[src/rtl/scb_warp_if.sv]
// IB <-> scoreboard signal bundle for one warp.
// master = instruction buffer side, slave = scoreboard side.
interface scb_warp_if;
  logic [4:0] Src1_IB_Scb;
  logic [4:0] Src2_IB_Scb;
  logic [4:0] Dst_IB_Scb;
  logic       Src1_Valid_IB_Scb;
  logic       Src2_Valid_IB_Scb;
  logic       Dst_Valid_IB_Scb;
  logic       Replayable_IB_Scb;
  logic       RP_Grt_IB_Scb;
  logic       Replay_Complete_IB_Scb;
  logic [1:0] Replay_Complete_ScbID_IB_Scb;
  logic       Clear_Valid_WB_Scb;
  logic [1:0] Clear_ScbID_WB_Scb;
  logic       Full_Scb_IB;
  logic       Empty_Scb_IB;
  logic       Dependent_Scb_IB;
  logic [1:0] ScbID_Scb_IB;

  modport master (
    output Src1_IB_Scb, Src2_IB_Scb, Dst_IB_Scb,
           Src1_Valid_IB_Scb, Src2_Valid_IB_Scb, Dst_Valid_IB_Scb,
           Replayable_IB_Scb, RP_Grt_IB_Scb,
           Replay_Complete_IB_Scb, Replay_Complete_ScbID_IB_Scb,
           Clear_Valid_WB_Scb, Clear_ScbID_WB_Scb,
    input  Full_Scb_IB, Empty_Scb_IB, Dependent_Scb_IB, ScbID_Scb_IB
  );

  modport slave (
    input  Src1_IB_Scb, Src2_IB_Scb, Dst_IB_Scb,
           Src1_Valid_IB_Scb, Src2_Valid_IB_Scb, Dst_Valid_IB_Scb,
           Replayable_IB_Scb, RP_Grt_IB_Scb,
           Replay_Complete_IB_Scb, Replay_Complete_ScbID_IB_Scb,
           Clear_Valid_WB_Scb, Clear_ScbID_WB_Scb,
    output Full_Scb_IB, Empty_Scb_IB, Dependent_Scb_IB, ScbID_Scb_IB
  );
endinterface

[src/rtl/scb_warp.sv]
// Per-warp scoreboard: tracks in-flight register writers / replayable memory ops.
// Define SCB_WB_BYPASS_EN to let same-cycle releases drop out of Full/Empty/Dependent.
module scb_warp #(
  parameter int unsigned NUM_ENTRIES = 4
) (
  input logic       clk,
  input logic       rst,
  scb_warp_if.slave ib
);

  localparam int unsigned ID_W = 2;

  logic [NUM_ENTRIES-1:0]      r_valid;
  logic [NUM_ENTRIES-1:0]      r_dstv;
  logic [NUM_ENTRIES-1:0]      r_rep;
  logic [NUM_ENTRIES-1:0]      r_cmp;
  logic [NUM_ENTRIES-1:0][4:0] r_dst;

  logic [NUM_ENTRIES-1:0] w_wb_hit;
  logic [NUM_ENTRIES-1:0] w_rc_hit;
  logic [NUM_ENTRIES-1:0] w_release;
  logic [NUM_ENTRIES-1:0] w_set_cmp;
  logic [NUM_ENTRIES-1:0] w_vis_valid;
  logic [NUM_ENTRIES-1:0] w_raw;
  logic [ID_W-1:0]        w_free_id;
  logic                   w_found;
  logic                   w_alloc;

  // Load entries need both replay completion and writeback before they retire.
  always_comb begin
    w_wb_hit  = '0;
    w_rc_hit  = '0;
    w_release = '0;
    w_set_cmp = '0;
    for (int unsigned i = 0; i < NUM_ENTRIES; i++) begin
      w_wb_hit[i]  = r_valid[i] & ib.Clear_Valid_WB_Scb &
                     (ib.Clear_ScbID_WB_Scb == ID_W'(i));
      w_rc_hit[i]  = r_valid[i] & r_rep[i] & ib.Replay_Complete_IB_Scb &
                     (ib.Replay_Complete_ScbID_IB_Scb == ID_W'(i));
      w_release[i] = (~r_rep[i] & w_wb_hit[i]) |
                     (r_rep[i] & ~r_dstv[i] & w_rc_hit[i]) |
                     (r_rep[i] & r_dstv[i] & w_wb_hit[i] & (r_cmp[i] | w_rc_hit[i]));
      w_set_cmp[i] = w_rc_hit[i] & r_dstv[i];
    end
  end

  always_comb begin
    w_free_id = '0;
    w_found   = 1'b0;
    for (int unsigned i = 0; i < NUM_ENTRIES; i++) begin
      if (!r_valid[i] && !w_found) begin
        w_free_id = ID_W'(i);
        w_found   = 1'b1;
      end
    end
  end

`ifdef SCB_WB_BYPASS_EN
  assign w_vis_valid = r_valid & ~w_release;
`else
  assign w_vis_valid = r_valid;
`endif

  always_comb begin
    w_raw = '0;
    for (int unsigned i = 0; i < NUM_ENTRIES; i++) begin
      w_raw[i] = w_vis_valid[i] & r_dstv[i] &
                 ((ib.Src1_Valid_IB_Scb & (r_dst[i] == ib.Src1_IB_Scb)) |
                  (ib.Src2_Valid_IB_Scb & (r_dst[i] == ib.Src2_IB_Scb)) |
                  (ib.Dst_Valid_IB_Scb  & (r_dst[i] == ib.Dst_IB_Scb)));
    end
  end

  assign w_alloc = ib.RP_Grt_IB_Scb & (ib.Dst_Valid_IB_Scb | ib.Replayable_IB_Scb) & ~(&r_valid);

  assign ib.Full_Scb_IB      = &w_vis_valid;
  assign ib.Empty_Scb_IB     = ~|w_vis_valid;
  assign ib.Dependent_Scb_IB = |w_raw;
  assign ib.ScbID_Scb_IB     = w_free_id;

  always_ff @(posedge clk or negedge rst) begin
    if (!rst) begin
      r_valid <= '0;
      r_dstv  <= '0;
      r_rep   <= '0;
      r_cmp   <= '0;
      r_dst   <= '0;
    end else begin
      for (int unsigned i = 0; i < NUM_ENTRIES; i++) begin
        if (w_release[i])      r_valid[i] <= 1'b0;
        else if (w_set_cmp[i]) r_cmp[i]   <= 1'b1;
      end
      if (w_alloc) begin
        r_valid[w_free_id] <= 1'b1;
        r_dst[w_free_id]   <= ib.Dst_IB_Scb;
        r_dstv[w_free_id]  <= ib.Dst_Valid_IB_Scb;
        r_rep[w_free_id]   <= ib.Replayable_IB_Scb;
        r_cmp[w_free_id]   <= 1'b0;
      end
    end
  end

endmodule

[src/flat_wrapper.sv]
// flat-port wrapper written by rule: the top's interface ports become plain ports
module scb_warp_flat 
#(
  parameter int unsigned NUM_ENTRIES = 4
)
  (clk, rst, ib_Src1_IB_Scb, ib_Src2_IB_Scb, ib_Dst_IB_Scb, ib_Src1_Valid_IB_Scb, ib_Src2_Valid_IB_Scb, ib_Dst_Valid_IB_Scb, ib_Replayable_IB_Scb, ib_RP_Grt_IB_Scb, ib_Replay_Complete_IB_Scb, ib_Replay_Complete_ScbID_IB_Scb, ib_Clear_Valid_WB_Scb, ib_Clear_ScbID_WB_Scb, ib_Full_Scb_IB, ib_Empty_Scb_IB, ib_Dependent_Scb_IB, ib_ScbID_Scb_IB);
  scb_warp_if ib_i ();
  input logic clk;
  input logic rst;
  input wire logic [$bits(ib_i.Src1_IB_Scb)-1:0] ib_Src1_IB_Scb;
  input wire logic [$bits(ib_i.Src2_IB_Scb)-1:0] ib_Src2_IB_Scb;
  input wire logic [$bits(ib_i.Dst_IB_Scb)-1:0] ib_Dst_IB_Scb;
  input wire logic [$bits(ib_i.Src1_Valid_IB_Scb)-1:0] ib_Src1_Valid_IB_Scb;
  input wire logic [$bits(ib_i.Src2_Valid_IB_Scb)-1:0] ib_Src2_Valid_IB_Scb;
  input wire logic [$bits(ib_i.Dst_Valid_IB_Scb)-1:0] ib_Dst_Valid_IB_Scb;
  input wire logic [$bits(ib_i.Replayable_IB_Scb)-1:0] ib_Replayable_IB_Scb;
  input wire logic [$bits(ib_i.RP_Grt_IB_Scb)-1:0] ib_RP_Grt_IB_Scb;
  input wire logic [$bits(ib_i.Replay_Complete_IB_Scb)-1:0] ib_Replay_Complete_IB_Scb;
  input wire logic [$bits(ib_i.Replay_Complete_ScbID_IB_Scb)-1:0] ib_Replay_Complete_ScbID_IB_Scb;
  input wire logic [$bits(ib_i.Clear_Valid_WB_Scb)-1:0] ib_Clear_Valid_WB_Scb;
  input wire logic [$bits(ib_i.Clear_ScbID_WB_Scb)-1:0] ib_Clear_ScbID_WB_Scb;
  output wire logic [$bits(ib_i.Full_Scb_IB)-1:0] ib_Full_Scb_IB;
  output wire logic [$bits(ib_i.Empty_Scb_IB)-1:0] ib_Empty_Scb_IB;
  output wire logic [$bits(ib_i.Dependent_Scb_IB)-1:0] ib_Dependent_Scb_IB;
  output wire logic [$bits(ib_i.ScbID_Scb_IB)-1:0] ib_ScbID_Scb_IB;
  assign ib_i.Src1_IB_Scb = ib_Src1_IB_Scb;
  assign ib_i.Src2_IB_Scb = ib_Src2_IB_Scb;
  assign ib_i.Dst_IB_Scb = ib_Dst_IB_Scb;
  assign ib_i.Src1_Valid_IB_Scb = ib_Src1_Valid_IB_Scb;
  assign ib_i.Src2_Valid_IB_Scb = ib_Src2_Valid_IB_Scb;
  assign ib_i.Dst_Valid_IB_Scb = ib_Dst_Valid_IB_Scb;
  assign ib_i.Replayable_IB_Scb = ib_Replayable_IB_Scb;
  assign ib_i.RP_Grt_IB_Scb = ib_RP_Grt_IB_Scb;
  assign ib_i.Replay_Complete_IB_Scb = ib_Replay_Complete_IB_Scb;
  assign ib_i.Replay_Complete_ScbID_IB_Scb = ib_Replay_Complete_ScbID_IB_Scb;
  assign ib_i.Clear_Valid_WB_Scb = ib_Clear_Valid_WB_Scb;
  assign ib_i.Clear_ScbID_WB_Scb = ib_Clear_ScbID_WB_Scb;
  assign ib_Full_Scb_IB = ib_i.Full_Scb_IB;
  assign ib_Empty_Scb_IB = ib_i.Empty_Scb_IB;
  assign ib_Dependent_Scb_IB = ib_i.Dependent_Scb_IB;
  assign ib_ScbID_Scb_IB = ib_i.ScbID_Scb_IB;
  scb_warp #(.NUM_ENTRIES(NUM_ENTRIES)) u_core (.clk(clk), .rst(rst), .ib(ib_i));
endmodule
[config.mk]
export PLATFORM = sky130hd
export DESIGN_NAME = scb_warp_flat
export DESIGN_NICKNAME = d
export VERILOG_FILES = /design/src/rtl/scb_warp_if.sv /design/src/rtl/scb_warp.sv /design/src/flat_wrapper.sv
export SDC_FILE = /design/constraint.sdc
export NUM_CORES = 1
export LEC_CHECK = 0
export ABC_AREA = 1
export CORE_ASPECT_RATIO = 1.1
export CORE_UTILIZATION = 51
export DETAILED_ROUTE_END_ITERATION = 6
export GPL_ROUTABILITY_DRIVEN = 0
export PLACE_DENSITY_LB_ADDON = 0.15
export REMOVE_ABC_BUFFERS = 1
export SLEW_MARGIN = 0
export SYNTH_ARGS = -nofsm -noshare
export SYNTH_HDL_FRONTEND = slang
export SYNTH_SLANG_ARGS = --single-unit
[constraint.sdc]
create_clock -name clk -period 1.4 [get_ports clk]
set_clock_uncertainty 0.2 [all_clocks]
set_input_delay 0.21 -clock clk [delete_from_list [all_inputs] [get_ports clk]]
set_output_delay 0.21 -clock clk [all_outputs]
set_load 0.03 [all_outputs]
# Word-level counts from Yosys, hierarchy flattened
# Index checks and enable logic that the tools add are counted.
op_classes:
  n_mux: 27
  reduce_logical: 15
  n_eq_ne: 18
  n_bitwise: 103
  n_lt_le_gt_ge: 2
op_table:
  columns: ["operator", "n"]
  rows:
  - ["$and 1x1->1", 70]
  - ["$eq 5x5->1", 12]
  - ["$or 1x1->1", 21]
  - ["$bwmux 20", 1]
  - ["$mux 1", 17]
  - ["$demux 5 s2", 1]
  - ["$not 1->1", 9]
  - ["$bwmux 4", 2]
  - ["$eq 2x2->1 const B", 4]
  - ["$mux 4", 2]
  - ["$reduce_or 4->1", 2]
  - ["$logic_not 1->1", 6]
  - ["$mux 5", 1]
  - ["$and 4x4->4", 1]
  - ["$eq 2x1->1 const B", 2]
  - ["$logic_and 1x1->1", 4]
  - ["$logic_not 2->1", 2]
  - ["$mux 2", 2]
  - ["$not 4->4", 1]
  - ["$or 4x4->4", 1]
  - ["$reduce_and 4->1", 1]
  - ["$lt 2x3->1 const B", 1]
  - ["$demux 1 s2", 1]
  - ["$ge 2x1->1 const B", 1]
totals:
  register_bits: 36
  out_inout_bits: 5
  in_bits: 28
  elab_cells: 173

# Depth between registers and ports, before layout
# Gate-level depths: netlist of the first run.
logic_depth:
  word_depth: 16
  ltp_mapped: 10
  ltp_nobuf: 10

# Worst setup path before layout of the first run
# Ideal clock, no wire load.
synth_timing:
  path_kind: "register to output"
  start: "register u_core.r_valid[3]"
  end: "output port ib_Empty_Scb_IB"
  path_slack_ns: -0.448
  arrival_ns: 1.438
  path_buffers: 0
  stages_incl_launch_ff: 2
  path_cell_list: "dfrtp_1 > nor4_1"
synth_between:
  elab_chain_len: 2
synth_rtl:
  columns: ["element", "line", "text"]
  rows:
  - ["start: declaration", "scb_warp.sv:13", "logic [NUM_ENTRIES-1:0] r_valid;"]
  - ["start signal: assignment", "scb_warp.sv:83", "r_valid <= '0;"]
  - ["start signal: indexed assignment", "scb_warp.sv:90", "if (w_release[i]) r_valid[i] <= 1'b0;"]
  - ["start signal: indexed assignment", "scb_warp.sv:94", "r_valid[w_free_id] <= 1'b1;"]
  - ["$reduce_or 4->1", "scb_warp.sv:77", "assign ib.Empty_Scb_IB = ~|w_vis_valid;"]
  - ["$logic_not 1->1", "scb_warp.sv:77", null]
  - ["end: declaration", "flat_wrapper.sv:23", "output wire logic [$bits(ib_i.Empty_Scb_IB)-1:0] ib_Empty_Scb_IB;"]
# No other way between the ends.

# Worst setup path in the final report of the first run
layout_timing:
  start: "register u_core.r_dst[0] in the netlist's numbering"
  end: "output port ib_Dependent_Scb_IB"
layout_between:
  elab_chain_len: 6
  elab_cells_between_ends: 10
  cone_classes: "eq/ne (3); bitwise (6); reduce/logical (1)"
layout_rtl:
  columns: ["element", "line", "text"]
  rows:
  - ["start: declaration", "scb_warp.sv:17", "logic [NUM_ENTRIES-1:0][4:0] r_dst;"]
  - ["start signal: indexed assignment", "scb_warp.sv:95", "r_dst[w_free_id] <= ib.Dst_IB_Scb;"]
  - ["$eq 5x5->1 (on tied branches)", "scb_warp.sv:68, scb_warp.sv:69", null]
  - ["$and 1x1->1 (on tied branches)", "scb_warp.sv:68, scb_warp.sv:69", null]
  - ["$or 1x1->1", "scb_warp.sv:68", "((ib.Src1_Valid_IB_Scb & (r_dst[i] == ib.Src1_IB_Scb)) |"]
  - ["$or 1x1->1 (*)", "scb_warp.sv:69", "(ib.Src2_Valid_IB_Scb & (r_dst[i] == ib.Src2_IB_Scb)) |"]
  - ["$and 1x1->1 (*)", "scb_warp.sv:67", "w_raw[i] = w_vis_valid[i] & r_dstv[i] &"]
  - ["$reduce_or 4->1 (*)", "scb_warp.sv:78", "assign ib.Dependent_Scb_IB = |w_raw;"]
  - ["end: declaration", "flat_wrapper.sv:24", "output wire logic [$bits(ib_i.Dependent_Scb_IB)-1:0] ib_Dependent_Scb_IB;"]
# Mark *: on every way between the ends. The rest lies on a longest branch, timed or not.

==> flow_metrics.tcl, run 1 <==
set metrics [dict create \
    diodes_inserted 0 \
    drt_drc_violations_left 0 \
    post_synth_main_area_contributors "sky130_fd_sc_hd__dfrtp_1 33%, sky130_fd_sc_hd__nand2_1 27%, sky130_fd_sc_hd__inv_1 7.7%" \
    netlist_area_um2 2710 \
    fin_crit_sh_pct 145 \
    synthMostInstantiatedCell "sky130_fd_sc_hd__nand2_1" \
    worstSetupEndpointType "output pin" \
    worst_slew_margin_rel_pct 77.6 \
    crit_path_start_kind "flop" \
    synth_top_flop_cell "sky130_fd_sc_hd__dfrtp_1" \
    first_global_vias 3149 \
    yosysWarnings 0 \
    worst_slew_pin_slew_ns 0.334 \
    antenna_found_initial 0 \
    port_buffers 32 \
    yosysSeqAreaShare_pct 33.2 \
    worstSetupPathType "reg -> out" \
    hold_ws_ns 0.192 \
    regToRegEndpoint "u_core.r_dst[15]" \
    layout.filler_cells 319 \
    synth_cell_type_count 28 \
    synth_area_leader_cell "sky130_fd_sc_hd__dfrtp_1" \
    num_vias 3362 \
    ant_nets 0 \
    starting_density_of_the_core_pct 53.5 \
    clkSlewWorstSetupHoldPaths_ns 0.08 \
    fmaxAchievable_mhz 492 \
    layout-area-overhead-vs-synth_pct 54.3 \
    clkLatencyLatePin_ns 0.31 \
    chipHeight_um 78.5 \
    timing.critical_path.required_ns 0.99 \
    detailedRoute.firstPassIterationCount 6 \
    setup-violations-final 41 \
    core_region_area_um2 5070 \
    clkSinkCount 36 \
    drv.max_cap_violation_count 0 \
    tritoncts.num_buffers 5 \
    failing_checks "setup timing" \
    postSynth.asyncResetShare_pct 100 \
    cts_tree "built" \
    timing.reg2reg.setup_slack_ns -0.37 \
    clock-root-buffer "sky130_fd_sc_hd__clkbuf_8" \
    wl_per_cell_um 15.9 \
    grt_setup_unrepaired "true" \
    critical_path_startpoint "u_core.r_dst[0]" \
    detailedPlacementHpwl_um 6450 \
    die_area_um2 5610 \
    avgViaCountPerCell 5.52 \
    worst-path-max-fanout 5 \
    worst_ep_arrival_time_ns 1.62 \
    utilization_pct 82.6 \
    dieWidth_um 71.5 \
    tns_ns -9.62 \
    wirelength_um 9700 \
    worst_min_path_class "in -> async" \
    std_cell_rows 27 \
    gr_overflow_total 0 \
    grt_start_max_net_pins 37 \
    total_leakage_power_nw 2.24 \
    post_synth_most_frequent_cells "194 x sky130_fd_sc_hd__nand2_1, 56 x sky130_fd_sc_hd__inv_1, 53 x sky130_fd_sc_hd__nor2_1, 36 x sky130_fd_sc_hd__dfrtp_1, 24 x sky130_fd_sc_hd__o21ai_0" \
    totalPowerFinal_mw 7.71 \
    slew_viol_final 0 \
    syn-instance-count 442 \
    final_layout_size_suffix_gt1_share_pct 38.7 \
    number_of_synthesized_flops_with_an_enable_pin 0 \
    cell_depth_of_the_worst_flop_to_flop_path 9 \
    detailedPlace.worstSlack_ns -0.709 \
    htreeDepth 2 \
    finalCriticalPeriod_ns 2.03 \
    drt-initial-drc-count 313 \
    layout.nets 578 \
    powerDensity_nw_per_um2 1840 \
    final-hold-violation-count 0 \
    synth.top_cell.area_share_pct 33.2 \
    grtUsageTotal_pct 33.2 \
    ir_worst_vdd_mv 1.63 \
    synthesis_stage_register_bit_count 36 \
    max-clock-path-buffers 2 \
    post-route-worst-setup-slack_ns -0.632 \
    io_pins 33 \
    mean_instance_size_in_the_synthesized_netlist_um2 6.14 \
    reg2reg_from "u_core.r_valid[0]" \
    grt_first_pass_wirelength_um 14200 \
    outcome "finished with violations" \
    worst_setup_path_endpoint "ib_Dependent_Scb_IB" \
]
==> kinds of logic after synthesis <==
family / after synthesis / synth area share (%)
compound gates: 56 / 12.5
flops: 36 / 33.2
simple gates: 284 / 43.4
buf+inv: 65 / 10.6
xor+xnor: 1 / 0.323
==> registers in the layout (all words and copies together), names as in the netlist <==
signal / cells
u_core.r_rep: 4
u_core.r_dstv: 4
u_core.r_valid: 4
u_core.r_dst: 20
u_core.r_cmp: 4
==> where the power goes <==
| group | switching [mW] | total [mW] | internal (mW) |
|---|---|---|---|
| Sequential | 0.657 | 2.21 | 1.55 |
| Clock | 0.428 | 0.955 | 0.527 |
| Combinational | 2.52 | 4.54 | 2.02 |
| Total | 3.61 | 7.71 | 4.10 |
==> placed cells by master (no fill, tap or decap), types with 2 or more instances in the layout <==
cell type	netlist	layout
sky130_fd_sc_hd__a21oi_1	9	7
sky130_fd_sc_hd__a21oi_2	1	3
sky130_fd_sc_hd__a31oi_1	2	2
sky130_fd_sc_hd__buf_12	1	5
sky130_fd_sc_hd__buf_4	1	47
sky130_fd_sc_hd__buf_6	3	24
sky130_fd_sc_hd__clkbuf_8	0	5
sky130_fd_sc_hd__clkdlybuf4s50_1	0	13
sky130_fd_sc_hd__dfrtp_1	36	22
sky130_fd_sc_hd__dfrtp_2	0	14
sky130_fd_sc_hd__dlygate4sd2_1	0	10
sky130_fd_sc_hd__dlymetal6s2s_1	0	3
sky130_fd_sc_hd__inv_1	56	29
sky130_fd_sc_hd__inv_2	4	29
sky130_fd_sc_hd__inv_4	0	2
sky130_fd_sc_hd__nand2_1	194	165
sky130_fd_sc_hd__nand2_2	2	20
sky130_fd_sc_hd__nand2_4	1	11
sky130_fd_sc_hd__nand2_8	0	2
sky130_fd_sc_hd__nand3_1	19	17
sky130_fd_sc_hd__nand3_2	0	2
sky130_fd_sc_hd__nand4_1	4	4
sky130_fd_sc_hd__nor2_1	53	40
sky130_fd_sc_hd__nor2_2	0	11
sky130_fd_sc_hd__nor2_4	4	6
sky130_fd_sc_hd__nor3_1	2	2
sky130_fd_sc_hd__nor4_4	0	2
sky130_fd_sc_hd__o21ai_0	24	10
sky130_fd_sc_hd__o21ai_1	7	11
sky130_fd_sc_hd__o21ai_2	10	19
sky130_fd_sc_hd__o21ai_4	1	2
==> area by class of cell <==
class | instances | area [µm²] | share of cell area (%)
multi-input cells | 342 | 1830 | 43.8
clock inverters | 3 | 42.5 | 1.02
well taps | 58 | 72.6 | 1.73
flip-flops and latches | 36 | 918 | 21.9
inverters | 60 | 230 | 5.50
clock buffers | 5 | 68.8 | 1.64
repair buffers | 105 | 1020 | 24.3
==> critical path: stages (launching register included) <==
cell and delay, ns:
sky130_fd_sc_hd__dfrtp_2 0.47, sky130_fd_sc_hd__inv_2 0.09, sky130_fd_sc_hd__nor2_1 0.05, sky130_fd_sc_hd__nor2_2 0.13, sky130_fd_sc_hd__nand3_1 0.14, sky130_fd_sc_hd__nand3_1 0.11, sky130_fd_sc_hd__nand2_1 0.06, sky130_fd_sc_hd__nand2_2 0.06
sky130_fd_sc_hd__inv_2 0.03, sky130_fd_sc_hd__nand2_2 0.05, sky130_fd_sc_hd__buf_6 0.12
==> how the worst min path moves through the flow <==
stage / start / to / slack, ns / depth (start not counted)
2_1_floorplan: rst / u_core.r_cmp[0] / -0.29 / 0
3_3_place_gp: rst / u_core.r_dst[11] / -0.01 / 2
3_5_place_dp: rst / u_core.r_dst[6] / -0.009 / 2
4_1_cts: rst / u_core.r_rep[2] / 0.21 / 3
5_1_grt: rst / u_core.r_dst[6] / 0.22 / 3
6_report: rst / u_core.r_rep[3] / 0.19 / 3
==> through the flow <==
step,instances,area [µm²]
floorplan,437,2650
global placement,581,3490
detailed placement,581,3490
CTS,601,3920
global route,609,4190
finish,609,4190
==> metal layers <==
metal,vias to the layer above,routed length (µm),track usage (%)
li1,1590,-,-
met1,1554,3790,38.1
met2,170,4740,58.0
met3,48,584,4.75
met4,0,587,20.6
met5,-,0,0
==> timing repair <==
action / in CTS / in global routing
setup buffers: 9 / 10
pin swaps: 22 / 22
gates resized for setup: 100 / 78
cloned: 2 / 1
setup endpoints to repair: 40 / 41
endpoints found under the hold margin: 36 / 0
hold buffers: 1 / 0
No activity file was read; power rests on OpenSTA's default activity.
==> run 2, diff against run 1 <==
Settings changed: RECOVER_POWER set to 50.
==> run 2 against run 1 <==
Effect of this change:
- the flow still finishes with violations (setup timing)
- flip-flop and latch count unchanged
- non-clock buffer count unchanged
- final area down 0.30%
- highest routed layer unchanged
- clock-buffer cell count unchanged
- sequential share of layout area up 0.066 points
- hold slack better by 0.023 ns
- combinational power about the same
==> flow_metrics.tcl, run 2 (same netlist as run 1, synthesis figures left out) <==
set metrics [dict create \
    slew_viol_final 0 \
    outcome "finished with violations" \
    detailedPlacementHpwl_um 6450 \
    crit_path_start_kind "input pin" \
    p_int_mw 4.10 \
    clkSinkCount 36 \
    drv.max_cap_violation_count 0 \
    grtUsageTotal_pct 33.2 \
    wl_per_cell_um 15.9 \
    final-hold-violation-count 0 \
    final_layout_size_suffix_gt1_share_pct 38.7 \
    first_global_vias 3149 \
    gr_overflow_total 0 \
    max-clock-path-buffers 2 \
    drt_drc_violations_left 0 \
    fin_crit_sh_pct 145 \
    fmaxAchievable_mhz 494 \
    cell_depth_of_the_worst_flop_to_flop_path 9 \
    core_region_area_um2 5070 \
    port_buffers 32 \
    htreeDepth 2 \
    tritoncts.num_buffers 5 \
    worst_slew_margin_rel_pct 65.1 \
    layout-area-overhead-vs-synth_pct 53.8 \
    grt_start_max_net_pins 37 \
    clkLatencyLatePin_ns 0.31 \
    largest_register "u_core.r_dst" \
    layout.cells.most_common_list "165 x sky130_fd_sc_hd__nand2_1, 47 x sky130_fd_sc_hd__buf_4, 40 x sky130_fd_sc_hd__nor2_1, 29 x sky130_fd_sc_hd__inv_2, 29 x sky130_fd_sc_hd__inv_1" \
    grt_setup_unrepaired "true" \
    switchingPower_mw 3.60 \
    p_clk_share_pct 12.3 \
    failing_checks "setup timing" \
    grt_first_pass_wirelength_um 14200 \
    tns_ns -9.64 \
    hold_depth 4 \
    total_leakage_power_nw 2.24 \
    utilization_pct 82.3 \
    stdcell_count 609 \
    clkSlewWorstSetupHoldPaths_ns 0.07 \
    detailedRoute.firstPassIterationCount 5 \
    mostFrequentLayoutCell "sky130_fd_sc_hd__nand2_1" \
    antenna_found_initial 0 \
    place_inst 581 \
    worst_slew_pin_slew_ns 0.524 \
    worst_ep_arrival_time_ns 1.62 \
    num_vias 3337 \
    swShare_pct 46.8 \
    avgViaCountPerCell 5.48 \
    drt-initial-drc-count 313 \
    worst_min_path_class "in -> reg" \
    dieWidth_um 71.5 \
    post-route-worst-setup-slack_ns -0.626 \
    ant_nets 0 \
    chipHeight_um 78.5 \
    worstSetupPathType "in -> out" \
    wirelength_um 9660 \
    timing.critical_path.required_ns 0.99 \
    largest_register_ff_count 20 \
    clock-root-buffer "sky130_fd_sc_hd__clkbuf_8" \
    ir_worst_vdd_mv 1.63 \
    setup-violations-final 41 \
    seqPwrFrac_pct 28.7 \
    io_pins 33 \
    starting_density_of_the_core_pct 53.5 \
    powerDensity_nw_per_um2 1840 \
    std_cell_rows 27 \
    die_area_um2 5610 \
    diodes_inserted 0 \
    worst-path-max-fanout 6 \
    layout.nets 578 \
    finalCriticalPeriod_ns 2.03 \
    power.share.combinational_pct 58.9 \
    cts_tree "built" \
    worstSetupEndpointType "output pin" \
]
## run 2: changes by cell type in the layout (fill, tap and decap cells not counted)
cell / change
sky130_fd_sc_hd__clkbuf_4: +1
sky130_fd_sc_hd__buf_12: -1
## run 2: path summary, 6_finish.rpt
path,from,to,slack (ns)
hold / removal,ib_Dst_IB_Scb[3],u_core.r_dst[18],0.22
setup reg to reg,u_core.r_valid[0],u_core.r_dst[15],-0.38
max in group asynchronous,rst,u_core.r_dst[5],0.28
setup / recovery,ib_Dst_IB_Scb[1],ib_Dependent_Scb_IB,-0.63
hold reg to reg,u_core.r_cmp[1],u_core.r_cmp[1],0.34
min in group asynchronous,rst,u_core.r_rep[3],0.32
## run 2: power groups by stage
stage / clock, mW / combinational [mW] / sequential (mW)
after CTS: 0.949 / 3.89 / 2.13
final: 0.950 / 4.53 / 2.21
after global routing: 0.996 / 4.89 / 2.24
after detailed placement: 0 / 3.33 / 2.06
after floorplan: 0 / 1.99 / 1.93
after global placement: 0 / 3.27 / 2.04
## run 2: timing repair
item / in CTS / in global routing
pin swaps: 22 / 22
hold buffers: 1 / 0
gates cloned: 2 / 1
setup endpoints to repair: 40 / 41
setup buffers: 9 / 10
hold endpoints to repair: 36 / 0
resized for setup: 100 / 78
## run 2: final cells by class
class,instances,area [µm²]
Clock buffer,5,68.8
Clock inverter,3,42.5
Fill cell,321,895
Inverter,60,230
Multi-Input combinational cell,342,1830
Sequential cell,36,918
Tap cell,58,72.6
Timing Repair Buffer,105,1010
## run 2: layer usage
| metal | global-route usage [%] | routed length [µm] | vias to the layer above |
|---|---|---|---|
| li1 | - | - | 1590 |
| met1 | 38.1 | 3770 | 1536 |
| met2 | 58.0 | 4720 | 164 |
| met3 | 4.75 | 587 | 47 |
| met4 | 20.6 | 577 | 0 |
| met5 | 0 | 0 | - |
## run 2: worst max-delay path, stage by stage
cell                              delay, ns
sky130_fd_sc_hd__clkdlybuf4s50_1       0.45
sky130_fd_sc_hd__buf_6                 0.16
sky130_fd_sc_hd__nand2_1               0.06
sky130_fd_sc_hd__nand2_1               0.07
sky130_fd_sc_hd__nor2_1                0.13
sky130_fd_sc_hd__nand3_1               0.09
sky130_fd_sc_hd__nand3_1               0.10
sky130_fd_sc_hd__nand2_1               0.05
sky130_fd_sc_hd__nand2_1               0.06
sky130_fd_sc_hd__inv_1                 0.04
sky130_fd_sc_hd__nand2_2               0.06
sky130_fd_sc_hd__buf_6                 0.12
## run 2: through the flow
step                setup slack, ns  area [µm²]  total power, mW  hold WS [ns]
floorplan                    -0.448        2650             3.92        -0.286
global placement             -0.657        3490             5.31       -0.0121
detailed placement           -0.709        3490             5.39      -0.00897
CTS                          -0.589        3920             6.96         0.208
global route                 -0.707        4170             8.13         0.233
finish                       -0.626        4170             7.70         0.215
==> run 3, diff against run 2 <==
Settings changed: CORE_ASPECT_RATIO 1.1 to 1.75, GPL_TIMING_DRIVEN set to 0.
==> run 3 against run 2 <==
Effect of this change:
- critical endpoint unchanged
- wire length shrank 3.2%
- final area shrank 10%
- largest cell class unchanged
- the flow finishes with violations (DRC, hold timing, setup timing)
- clock power down 13%
- via count fell by 7.6%
- global-route usage is 0.41 points lower
- clock-buffer cell count up 1
- sequential power is essentially flat
- fmax shrank 0.87%
- highest routed layer unchanged
==> flow_metrics.tcl, run 3 (same netlist as run 1, synthesis figures left out) <==
set metrics [dict create \
    mostFrequentLayoutCell "sky130_fd_sc_hd__nand2_1" \
    tritoncts.num_buffers 5 \
    drt-initial-drc-count 198 \
    grt_setup_unrepaired "true" \
    port_buffers 32 \
    core_region_area_um2 5060 \
    worst_ep_arrival_time_ns 1.63 \
    std_cell_rows 34 \
    clkSinkCount 36 \
    starting_density_of_the_core_pct 53.6 \
    worst-path-max-fanout 3 \
    num_vias 3084 \
    ir_worst_vdd_mv 1.38 \
    max-clock-path-buffers 2 \
    antenna_found_initial 0 \
    first_global_vias 2990 \
    fin_crit_sh_pct 146 \
    fmaxAchievable_mhz 489 \
    detailedRoute.firstPassIterationCount 7 \
    layout-area-overhead-vs-synth_pct 37.7 \
    failing_checks "DRC, hold timing, setup timing" \
    worstSetupPathType "reg -> out" \
    worst_min_path_class "in -> async" \
    worst_slew_margin_rel_pct 37.9 \
    detailedPlacementHpwl_um 5900 \
    grtUsageTotal_pct 32.8 \
    grt_start_max_net_pins 37 \
    post-route-worst-setup-slack_ns -0.644 \
    largest_register "u_core.r_dst" \
    clkSlewWorstSetupHoldPaths_ns 0.08 \
    worst_slew_pin_slew_ns 0.932 \
    tns_ns -10.21 \
    htreeDepth 2 \
    worstSetupEndpointType "output pin" \
    grt_first_pass_wirelength_um 13900 \
    chipHeight_um 98.5 \
    gr_overflow_total 0 \
    dieWidth_um 57.1 \
    drt_drc_violations_left 6 \
    timing.critical_path.required_ns 0.99 \
    die_area_um2 5630 \
    final_layout_size_suffix_gt1_share_pct 29.1 \
    outcome "finished with violations" \
    clock-root-buffer "sky130_fd_sc_hd__clkbuf_8" \
    wl_per_cell_um 16.6 \
    layout.nets 535 \
    slew_viol_final 0 \
    largest_register_ff_count 20 \
    avgViaCountPerCell 5.49 \
    hold_ws_ns -0.162 \
    drv.max_cap_violation_count 0 \
    setup-violations-final 41 \
    wirelength_um 9350 \
    clkLatencyLatePin_ns 0.29 \
    layout.cells.most_common_list "165 x sky130_fd_sc_hd__nand2_1, 42 x sky130_fd_sc_hd__nor2_1, 41 x sky130_fd_sc_hd__inv_1, 27 x sky130_fd_sc_hd__nand2_2, 25 x sky130_fd_sc_hd__dfrtp_1" \
    diodes_inserted 0 \
    finalCriticalPeriod_ns 2.04 \
    total_leakage_power_nw 1.96 \
    final-hold-violation-count 36 \
    cts_tree "built" \
    crit_path_start_kind "flop" \
    ant_nets 0 \
    io_pins 33 \
    powerDensity_nw_per_um2 1900 \
]
[run 3: cell count changes in the layout (fill, tap and decap cells not counted), sizes merged, moves of 2 or more]
cell / previous run / this run
clkdlybuf4s50: 13 / 8
buf: 76 / 34
dlygate4sd2: 10 / 16
dlymetal6s2s: 3 / 1
[run 3: cell type report]
type / count / area [µm²]
Clock buffer: 6 / 82.6
Timing Repair Buffer: 62 / 642
Sequential cell: 36 / 915
Clock inverter: 2 / 15.0
Inverter: 60 / 228
Fill cell: 420 / 1330
Tap cell: 54 / 67.6
Multi-Input combinational cell: 342 / 1790
[run 3: routing by layer]
metal	wire (µm)	GRT usage, %
met3	458	4.46
met2	4580	57.8
met1	3320	34.7
met5	0	0
met4	986	23.8
[run 3: final timing paths]
check / from / endpoint / slack, ns / depth (start not counted)
worst max-delay path: u_core.r_dst[18] / ib_Dependent_Scb_IB / -0.64 / 11
worst min-delay path: rst / u_core.r_dst[3] / -0.16 / 1
worst max register to register: u_core.r_valid[2] / u_core.r_rep[3] / -0.38 / 9
worst min register to register: u_core.r_cmp[1] / u_core.r_cmp[1] / 0.30 / 1
max in group asynchronous: rst / u_core.r_valid[1] / 0.51 / 1
min in group clk: ib_Dst_IB_Scb[0] / u_core.r_dst[15] / 0.15 / 3
[run 3: metrics by stage]
step                      power [mW]  area [µm²]  util (%)  instances  worst slack [ns]
final                           7.11        3730      73.8        562            -0.644
after global routing            7.59        3730      73.8        562            -0.733
after CTS                       6.47        3520      69.6        555            -0.626
after detailed placement        4.80        3030      59.9        523             -1.49
after global placement          4.74        3040      60.0        523             -1.48
after floorplan                 3.92        2650         -        437            -0.448
[run 3: repair_timing]
item                                   CTS  global route
setup endpoints to repair               41            41
endpoints found under the hold margin   36            36
setup buffers                           23             6
gates cloned                             1             1
gates resized for setup                113            70
pin swaps                               23            26
[run 3: where the power goes]
group	internal, mW	switching (mW)
logic	1.71	2.36
registers	1.54	0.671
clock network	0.399	0.425
total	3.66	3.46
[run 3: worst max-delay path: stages, from the launching register on]
cell                      delay, ns
sky130_fd_sc_hd__dfrtp_1       0.42
sky130_fd_sc_hd__buf_6         0.14
sky130_fd_sc_hd__nand2_2       0.07
sky130_fd_sc_hd__nand2_2       0.07
sky130_fd_sc_hd__nor2_4        0.11
sky130_fd_sc_hd__nand3_1       0.08
sky130_fd_sc_hd__nand3_1       0.09
sky130_fd_sc_hd__nand2_1       0.06
sky130_fd_sc_hd__nand2_1       0.06
sky130_fd_sc_hd__inv_1         0.04
sky130_fd_sc_hd__nand2_2       0.07
sky130_fd_sc_hd__buf_6         0.13
